===== src/rtl/rx_block_lock.sv =====
// 64b/66b receive block synchronizer: checks sync headers, declares block lock,
// requests single-bit gearbox slips on misalignment, and registers the data path.
module rx_block_lock #(
   parameter int DATA_WIDTH   = 32,
   parameter int SH_CNT_MAX   = 64,
   parameter int SH_INVLD_MAX = 16,
   parameter int SLIP_WAIT    = 4
) (
   input  logic                  i_clk,
   input  logic                  i_reset,
   input  logic [DATA_WIDTH-1:0] i_rx_data,
   input  logic                  i_rx_data_valid,
   input  logic [1:0]            i_rx_header,
   input  logic                  i_rx_header_valid,
   output logic [DATA_WIDTH-1:0] o_rx_data,
   output logic                  o_rx_data_valid,
   output logic [1:0]            o_rx_header,
   output logic                  o_rx_header_valid,
   output logic                  o_slip,
   output logic                  o_block_lock
);

   localparam int WAIT_W = $clog2(SLIP_WAIT + 1);
   localparam logic [6:0]        CNT_MAX   = 7'(SH_CNT_MAX);
   localparam logic [4:0]        INVLD_MAX = 5'(SH_INVLD_MAX);
   localparam logic [WAIT_W-1:0] WAIT_LOAD = WAIT_W'(SLIP_WAIT);
   localparam logic [WAIT_W-1:0] WAIT_ONE  = WAIT_W'(1);

   typedef enum logic {
      ST_TEST,
      ST_SLIP_WAIT
   } state_t;

   state_t              state_reg, state_next;
   logic [6:0]          sh_cnt_reg, sh_cnt_next;
   logic [4:0]          sh_invld_cnt_reg, sh_invld_cnt_next;
   logic [WAIT_W-1:0]   wait_cnt_reg, wait_cnt_next;
   logic                lock_reg, lock_next;
   logic                slip_reg, slip_next;

   logic [DATA_WIDTH-1:0] data_reg;
   logic                  data_valid_reg;
   logic [1:0]            header_reg;
   logic                  header_valid_reg;

   logic       header_event;
   logic       header_invalid;
   logic [6:0] nxt_cnt;
   logic [4:0] nxt_invld;

   assign header_event   = i_rx_header_valid & i_rx_data_valid;
   assign header_invalid = (i_rx_header == 2'b00) || (i_rx_header == 2'b11);
   assign nxt_cnt        = sh_cnt_reg + 7'd1;
   assign nxt_invld      = sh_invld_cnt_reg + {4'd0, header_invalid};

   always_ff @(posedge i_clk) begin
      if (i_reset) begin
         state_reg        <= ST_TEST;
         sh_cnt_reg       <= '0;
         sh_invld_cnt_reg <= '0;
         wait_cnt_reg     <= '0;
         lock_reg         <= 1'b0;
         slip_reg         <= 1'b0;
      end else begin
         state_reg        <= state_next;
         sh_cnt_reg       <= sh_cnt_next;
         sh_invld_cnt_reg <= sh_invld_cnt_next;
         wait_cnt_reg     <= wait_cnt_next;
         lock_reg         <= lock_next;
         slip_reg         <= slip_next;
      end
   end

   always_comb begin
      state_next        = state_reg;
      sh_cnt_next       = sh_cnt_reg;
      sh_invld_cnt_next = sh_invld_cnt_reg;
      wait_cnt_next     = wait_cnt_reg;
      lock_next         = lock_reg;
      slip_next         = 1'b0;
      case (state_reg)
         ST_TEST: begin
            if (header_event) begin
               // Unlocked: any bad header slips; locked: only a full quota of bad headers does.
               if (header_invalid && (!lock_reg || nxt_invld == INVLD_MAX)) begin
                  lock_next         = 1'b0;
                  slip_next         = 1'b1;
                  sh_cnt_next       = '0;
                  sh_invld_cnt_next = '0;
                  wait_cnt_next     = WAIT_LOAD;
                  state_next        = ST_SLIP_WAIT;
               end else if (nxt_cnt == CNT_MAX) begin
                  if (nxt_invld == 5'd0) begin
                     lock_next = 1'b1;
                  end
                  sh_cnt_next       = '0;
                  sh_invld_cnt_next = '0;
               end else begin
                  sh_cnt_next       = nxt_cnt;
                  sh_invld_cnt_next = nxt_invld;
               end
            end
         end
         ST_SLIP_WAIT: begin
            lock_next = 1'b0;
            // Headers here straddle the gearbox realignment, so their contents are ignored.
            if (header_event) begin
               wait_cnt_next = wait_cnt_reg - WAIT_ONE;
               if (wait_cnt_reg <= WAIT_ONE) begin
                  state_next        = ST_TEST;
                  sh_cnt_next       = '0;
                  sh_invld_cnt_next = '0;
               end
            end
         end
         default: begin
            state_next = ST_TEST;
         end
      endcase
   end

   always_ff @(posedge i_clk) begin
      if (i_reset) begin
         data_reg         <= '0;
         data_valid_reg   <= 1'b0;
         header_reg       <= 2'b00;
         header_valid_reg <= 1'b0;
      end else begin
         data_valid_reg   <= i_rx_data_valid;
         header_valid_reg <= header_event;
         if (i_rx_data_valid) begin
            data_reg   <= i_rx_data;
            header_reg <= i_rx_header;
         end
      end
   end

   assign o_rx_data         = data_reg;
   assign o_rx_data_valid   = data_valid_reg;
   assign o_rx_header       = header_reg;
   assign o_rx_header_valid = header_valid_reg;
   assign o_slip            = slip_reg;
   assign o_block_lock      = lock_reg;

endmodule


===== config.mk =====
export PLATFORM = sky130hd
export DESIGN_NAME = rx_block_lock
export DESIGN_NICKNAME = d
export VERILOG_FILES = /design/src/rtl/rx_block_lock.sv
export SDC_FILE = /design/constraint.sdc
export NUM_CORES = 1
export LEC_CHECK = 0
export CAP_MARGIN = 20
export CORE_UTILIZATION = 50
export DETAILED_ROUTE_END_ITERATION = 12
export GPL_TIMING_DRIVEN = 0
export PLACE_DENSITY = 0.94
export RECOVER_POWER = 25
export SETUP_SLACK_MARGIN = 0.05
export SYNTH_ARGS = -nofsm -noshare
export SYNTH_HDL_FRONTEND = slang
export SYNTH_SLANG_ARGS = --single-unit

===== constraint.sdc =====
create_clock -name i_clk -period 4.5 [get_ports i_clk]
set_input_delay 0.675 -clock i_clk [delete_from_list [all_inputs] [get_ports i_clk]]
set_output_delay 0.675 -clock i_clk [all_outputs]
set_load 0.005 [all_outputs]

# Word level (Yosys, flattened, before mapping)
# Index checks and enable logic that the tools add are counted.
dict set report classes {
  n_lt_le_gt_ge 1
  bitwise_logic 2
  n_eq_ne 9
  n_addsub 3
  muxes 26
  n_reduce_logical 10
}
# cell n
set ops {}
lappend ops {{$mux 7} 5}
lappend ops {{$mux 5} 5}
lappend ops {{$pmux 7 s2} 1}
lappend ops {{$pmux 5 s2} 1}
lappend ops {{$mux 3} 3}
lappend ops {{$reduce_and 3->1} 3}
lappend ops {{$mux 1} 8}
lappend ops {{$add 7x1->7 const B} 1}
lappend ops {{$eq 7x7->1 const B} 1}
lappend ops {{$ne 3x3->1 const B} 2}
lappend ops {{$pmux 3 s2} 1}
lappend ops {{$add 5x1->5} 1}
lappend ops {{$eq 5x5->1 const B} 1}
lappend ops {{$logic_not 5->1} 1}
lappend ops {{$ne 2x1->1 const B} 2}
lappend ops {{$ne 2x2->1 const B} 2}
lappend ops {{$pmux 1 s2} 2}
lappend ops {{$le 3x1->1 const B} 1}
lappend ops {{$sub 3x1->3 const B} 1}
lappend ops {{$eq 2x2->1 const B} 1}
lappend ops {{$logic_not 2->1} 1}
lappend ops {{$logic_or 1x1->1} 2}
lappend ops {{$reduce_or 2->1} 1}
lappend ops {{$and 1x1->1} 1}
lappend ops {{other kinds (3)} 3}
dict set report word_totals {
  output_inout_bits 38
  inputBits 38
  wordCells 61
  register_bits 54
}

# Depth between registers and ports, before layout
dict set report logic_depth {
  ltp_word 9
  ltp_mapped 9
  mapped_depth_nobuf 8
}

# Least setup slack after synthesis
# OpenSTA, ideal clock, no wires.
dict set report synth_path {
  path_type {in2reg}
  startpoint {input port i_rx_header[0]}
  endpoint {register sh_cnt_reg[4]}
  setup_slack_ns 1.935
  n_path_buf 1
  cell_stages 9
  t_arrival_ns 2.495
  setup_ns 0.071
  required_time_ns 4.429
  path_cell_list {xnor2_1 ha_1 ha_1 nand3_1 and2_1 o221ai_4 buf_8 o211ai_1 a21oi_1}
}
dict set report synth_between {
  elab_chain_len 9
}
# element line
set synth_rtl {}
lappend synth_rtl {{from (decl)} 13} ;# input logic [1:0] i_rx_header,
lappend synth_rtl {{$eq 2x2->1 or $logic_not 2->1 (tied branches)} 52} ;# assign header_invalid = (i_rx_header == 2'b00) || (i_rx_header == 2'b11);
lappend synth_rtl {{$logic_or 1x1->1 *} 52}
lappend synth_rtl {{$add 5x1->5} 54} ;# assign nxt_invld = sh_invld_cnt_reg + {4'd0, header_invalid};
lappend synth_rtl {{$eq 5x5->1} 85} ;# if (header_invalid && (!lock_reg || nxt_invld == INVLD_MAX)) begin
lappend synth_rtl {{$logic_or 1x1->1} 85}
lappend synth_rtl {{$logic_and 1x1->1 *} 85}
lappend synth_rtl {{$mux 7 *} 85}
lappend synth_rtl {{$mux 7 *} 83} ;# if (header_event) begin
lappend synth_rtl {{$pmux 7 s2 *} 81} ;# case (state_reg)
lappend synth_rtl {{to (signal assigned)} 66} ;# sh_cnt_reg <= sh_cnt_next;
lappend synth_rtl {{to (decl)} 35} ;# logic [6:0] sh_cnt_reg, sh_cnt_next;
# Mark *: on every way between the ends. The rest lies on a longest branch, timed or not. The select of a mux whose other input is x is not followed.
# A chain may end at the register's enable or synchronous reset.

# Worst setup path after layout
dict set report layout_path {
  startpoint {input port i_rx_header[0]}
  endpoint {register sh_cnt_reg[2]}
}
# Same word-level chain as after synthesis.

==> results.sh <==
export IMPL_hold_ws_ns=0.470
export IMPL_dieArea_um2=5120
export IMPL_clkTransAtPathRegs_ns=0.09
export IMPL_switching_share=0.263
export IMPL_finalMaxSlewViolations=0
export IMPL_area_growth_pct=36.3
export IMPL_ctsLongestPathBuffers=2
export IMPL_grt_util_all_layers=0.251
export IMPL_grt_pass1_vias=2193
export IMPL_reg2reg_from="sh_invld_cnt_reg[0]$_SDFFE_PP0P_"
export IMPL_use_met3=0.0408
export IMPL_dpl_worst_slack_ns=1.06
export IMPL_syn_num_nets=301
export IMPL_critPathRequiredTime_ns=4.73
export IMPL_ctsResizeCount=0
export IMPL_skew_ns=0.00614
export IMPL_rrSetupSlack_ns=2.43
export IMPL_powerDensity_nw_per_um2=293
export IMPL_timing_fmax_mhz=317
export IMPL_cp_slowest_cell="xnor2_1"
export IMPL_final_area_um2=3300
export IMPL_hold_viol=0
export IMPL_tightestPinTransition_ns=0.709
export IMPL_worst_slack_ns=1.35
export IMPL_synth_cells=258
export IMPL_finalWeightedCongestion=0.851
export IMPL_clockPowerShare=0.276
export IMPL_r2r_cells=8
export IMPL_end_kind="flip-flop"
export IMPL_switching_power_uw=254
export IMPL_die_x_um=71.6
export IMPL_internal_power_uw=711
export IMPL_core_area_um2=4500
export IMPL_crit_type="in -> reg"
export IMPL_hp_class="reg -> reg"
export IMPL_cts_sinks=54
export IMPL_nNetsFinal=381
export IMPL_dpl_cell_area_um2=3210
export IMPL_start_util=0.537
export IMPL_htree_levels=2
export IMPL_fillers=321
export IMPL_fp_dieH_um=71.6
export IMPL_drt_iter0_drc=179
export IMPL_fin_crit_sh=0.701
export IMPL_period_minus_slack_ns=3.15
export IMPL_totalWireLength_um=6350
export IMPL_tns_ns=0
export IMPL_ys_ff_latch=54
export IMPL_final_cell_mix="clkdlybuf4s50_1, dfxtp_1, nor2_1"
export IMPL_finalSetupViolCount=0
export IMPL_grt_overflow=0
export IMPL_cts_tree="built"
export IMPL_yosysWarnings=0
export IMPL_critPathLaunchType="primary input"
export IMPL_post_cts_buffers=0
export IMPL_slew_headroom=0.528
export IMPL_drc=0
export IMPL_grt_pass1_wl_um=9980
export IMPL_ir_drop_mv=0.233
export IMPL_ys_seq_area_frac=0.447
export IMPL_busiest_layer="met2"
export IMPL_p_seq_frac=0.534
export IMPL_largest_reg_flops=32
export IMPL_cp_common_cell="ha_1"
export IMPL_grt_util_met2=0.457
export IMPL_post_route_cells_drive_above_1_share=0.0649
export IMPL_layout_commonest_cell="clkdlybuf4s50_1"
export IMPL_firstDrtPassIters=4
export IMPL_grt_max_degree=17
export IMPL_cts_root_buffer="clkbuf_8"
export IMPL_p_comb_frac=0.189
export IMPL_antenna_found_initial=0
export IMPL_path_cells="clkdlybuf4s50_1, xnor2_1, ha_1, ha_1, nand3_1, and2_1, o221ai_4, buf_8, o211ai_2, a21oi_1"
export IMPL_wire_per_inst_um=16.2
export IMPL_row_count=24
export IMPL_r2r_end="sh_cnt_reg[2]$_SDFFE_PP0P_"
export IMPL_hold_buffers=0
export IMPL_cp_startpoint="i_rx_header[0]"
export IMPL_io_buffer_count=73
export IMPL_crit_path_end="sh_cnt_reg[2]$_SDFFE_PP0P_"
export IMPL_use_met1=0.294
export IMPL_cts_made_buffers=5
export IMPL_status="finished, final reports clean"
export IMPL_p_leak_nw=1.29
export IMPL_io_pins=76
export IMPL_vias_per_cell=5.69
export IMPL_post_dp_hpwl_um=4570
export IMPL_max_cap_violations=0
export IMPL_critical_path_arrival_ns=3.38
export IMPL_num_antenna_cells=0
export IMPL_max_stage_delay_ns=0.51
export IMPL_yosysUniqueCellTypes=42
export IMPL_syn_area_um2=2420
export IMPL_ant_nets=0
export IMPL_rsz0062_at_grt="no"
export IMPL_avgSynthCellArea_um2=9.37
export IMPL_clock_latency_ns=0.30
export IMPL_crit_path_max_fanout=10
export IMPL_vias=2224
==> power groups by stage <==
stage	Sequential, mW	Clock (mW)	Combinational (mW)
after floorplan	0.526	0	0.0866
after global placement	0.524	0	0.174
after detailed placement	0.526	0	0.180
after CTS	0.515	0.270	0.182
after global routing	0.518	0.291	0.197
final	0.516	0.267	0.182
==> kinds of logic (layout without fill, tap and decap cells) <==
group,after synthesis,after routing,share of synthesized area
mux,35,35,0.145
simple gates,102,102,0.203
buf+inv,23,104,0.0476
compound gates,36,36,0.121
fa+ha+maj,5,5,0.0259
xor+xnor,3,3,0.0109
flops,54,54,0.447
==> Yosys cell counts <==
library cell	count	area (µm²)
or2_2	1	6.26
and2_1	5	31.3
or4b_1	1	10.0
o2111ai_1	1	8.76
a31o_2	1	8.76
o211ai_1	4	30.0
nor3_1	6	30.0
buf_1	1	3.75
a41oi_1	1	8.76
a31oi_1	5	31.3
a21oi_1	12	60.1
o21ai_0	1	5.00
xor2_1	1	8.76
a41o_1	1	10.0
nand2_1	19	71.3
buf_2	5	25.0
o221ai_4	1	26.3
buf_4	1	7.51
a311oi_1	2	17.5
mux2i_1	35	350
o211ai_2	2	25.0
o211a_1	2	20.0
and3_4	1	11.3
a211oi_2	1	12.5
ha_1	5	62.6
nor2b_1	3	18.8
clkbuf_1	8	30.0
buf_8	1	15.0
buf_6	1	11.3
nand3_1	10	50.1
xnor2_1	2	17.5
o221a_2	1	11.3
nand3b_1	2	15.0
inv_1	6	22.5
nor3b_1	1	7.51
nand4b_1	3	26.3
nand2b_1	1	6.26
nand4_1	6	37.5
nor2_1	42	158
dfxtp_1	54	1080
and4_4	1	11.3
o211a_4	1	17.5
==> through the flow <==
step                      cells  utilization  power, mW
after global routing        391        0.732       1.01
after detailed placement    383        0.714      0.706
after CTS                   391        0.733      0.967
final                       391        0.732      0.965
after floorplan             258            -      0.613
after global placement      383        0.714      0.698
==> final cells by class <==
class                      count  area [µm²]  area share
timing repair buffer          73         731       0.222
clock buffer                   6        72.6      0.0220
multi-input combinational    181        1220       0.371
inverter                       6        22.5     0.00683
sequential                    54        1080       0.328
tap                           52        65.1      0.0197
clock inverter                 2        13.8     0.00417
buffer                        17        88.8      0.0269
==> how the worst min path moves through the flow <==
| stage | startpoint | end | slack [ns] | cells after the start |
|---|---|---|---|---|
| after global placement | sh_invld_cnt_reg[0]$_SDFFE_PP0P_ | sh_invld_cnt_reg[0]$_SDFFE_PP0P_ | 0.45 | 2 |
| after global routing | sh_invld_cnt_reg[0]$_SDFFE_PP0P_ | sh_invld_cnt_reg[0]$_SDFFE_PP0P_ | 0.50 | 2 |
| after detailed placement | sh_invld_cnt_reg[0]$_SDFFE_PP0P_ | sh_invld_cnt_reg[0]$_SDFFE_PP0P_ | 0.46 | 2 |
| final | sh_invld_cnt_reg[0]$_SDFFE_PP0P_ | sh_invld_cnt_reg[0]$_SDFFE_PP0P_ | 0.47 | 2 |
| after CTS | sh_invld_cnt_reg[0]$_SDFFE_PP0P_ | sh_invld_cnt_reg[0]$_SDFFE_PP0P_ | 0.47 | 2 |
| after floorplan | sh_invld_cnt_reg[0]$_SDFFE_PP0P_ | sh_invld_cnt_reg[0]$_SDFFE_PP0P_ | 0.44 | 2 |
==> layer usage <==
layer,share of wire,vias to the layer above,wire length [µm]
met4,0.026,0,164
met2,0.53,87,3370
met3,0.058,17,368
li1,-,1065,-
met1,0.38,1055,2440
met5,0,-,0
==> critical path, delay by kind of cell <==
family          cells  cell delay, ns
buf+inv             2            0.63
fa+ha+maj           2            0.59
compound gates      3            0.59
xor+xnor            1            0.51
simple gates        2            0.38
Note: power is estimated with default switching activity, not from simulation.
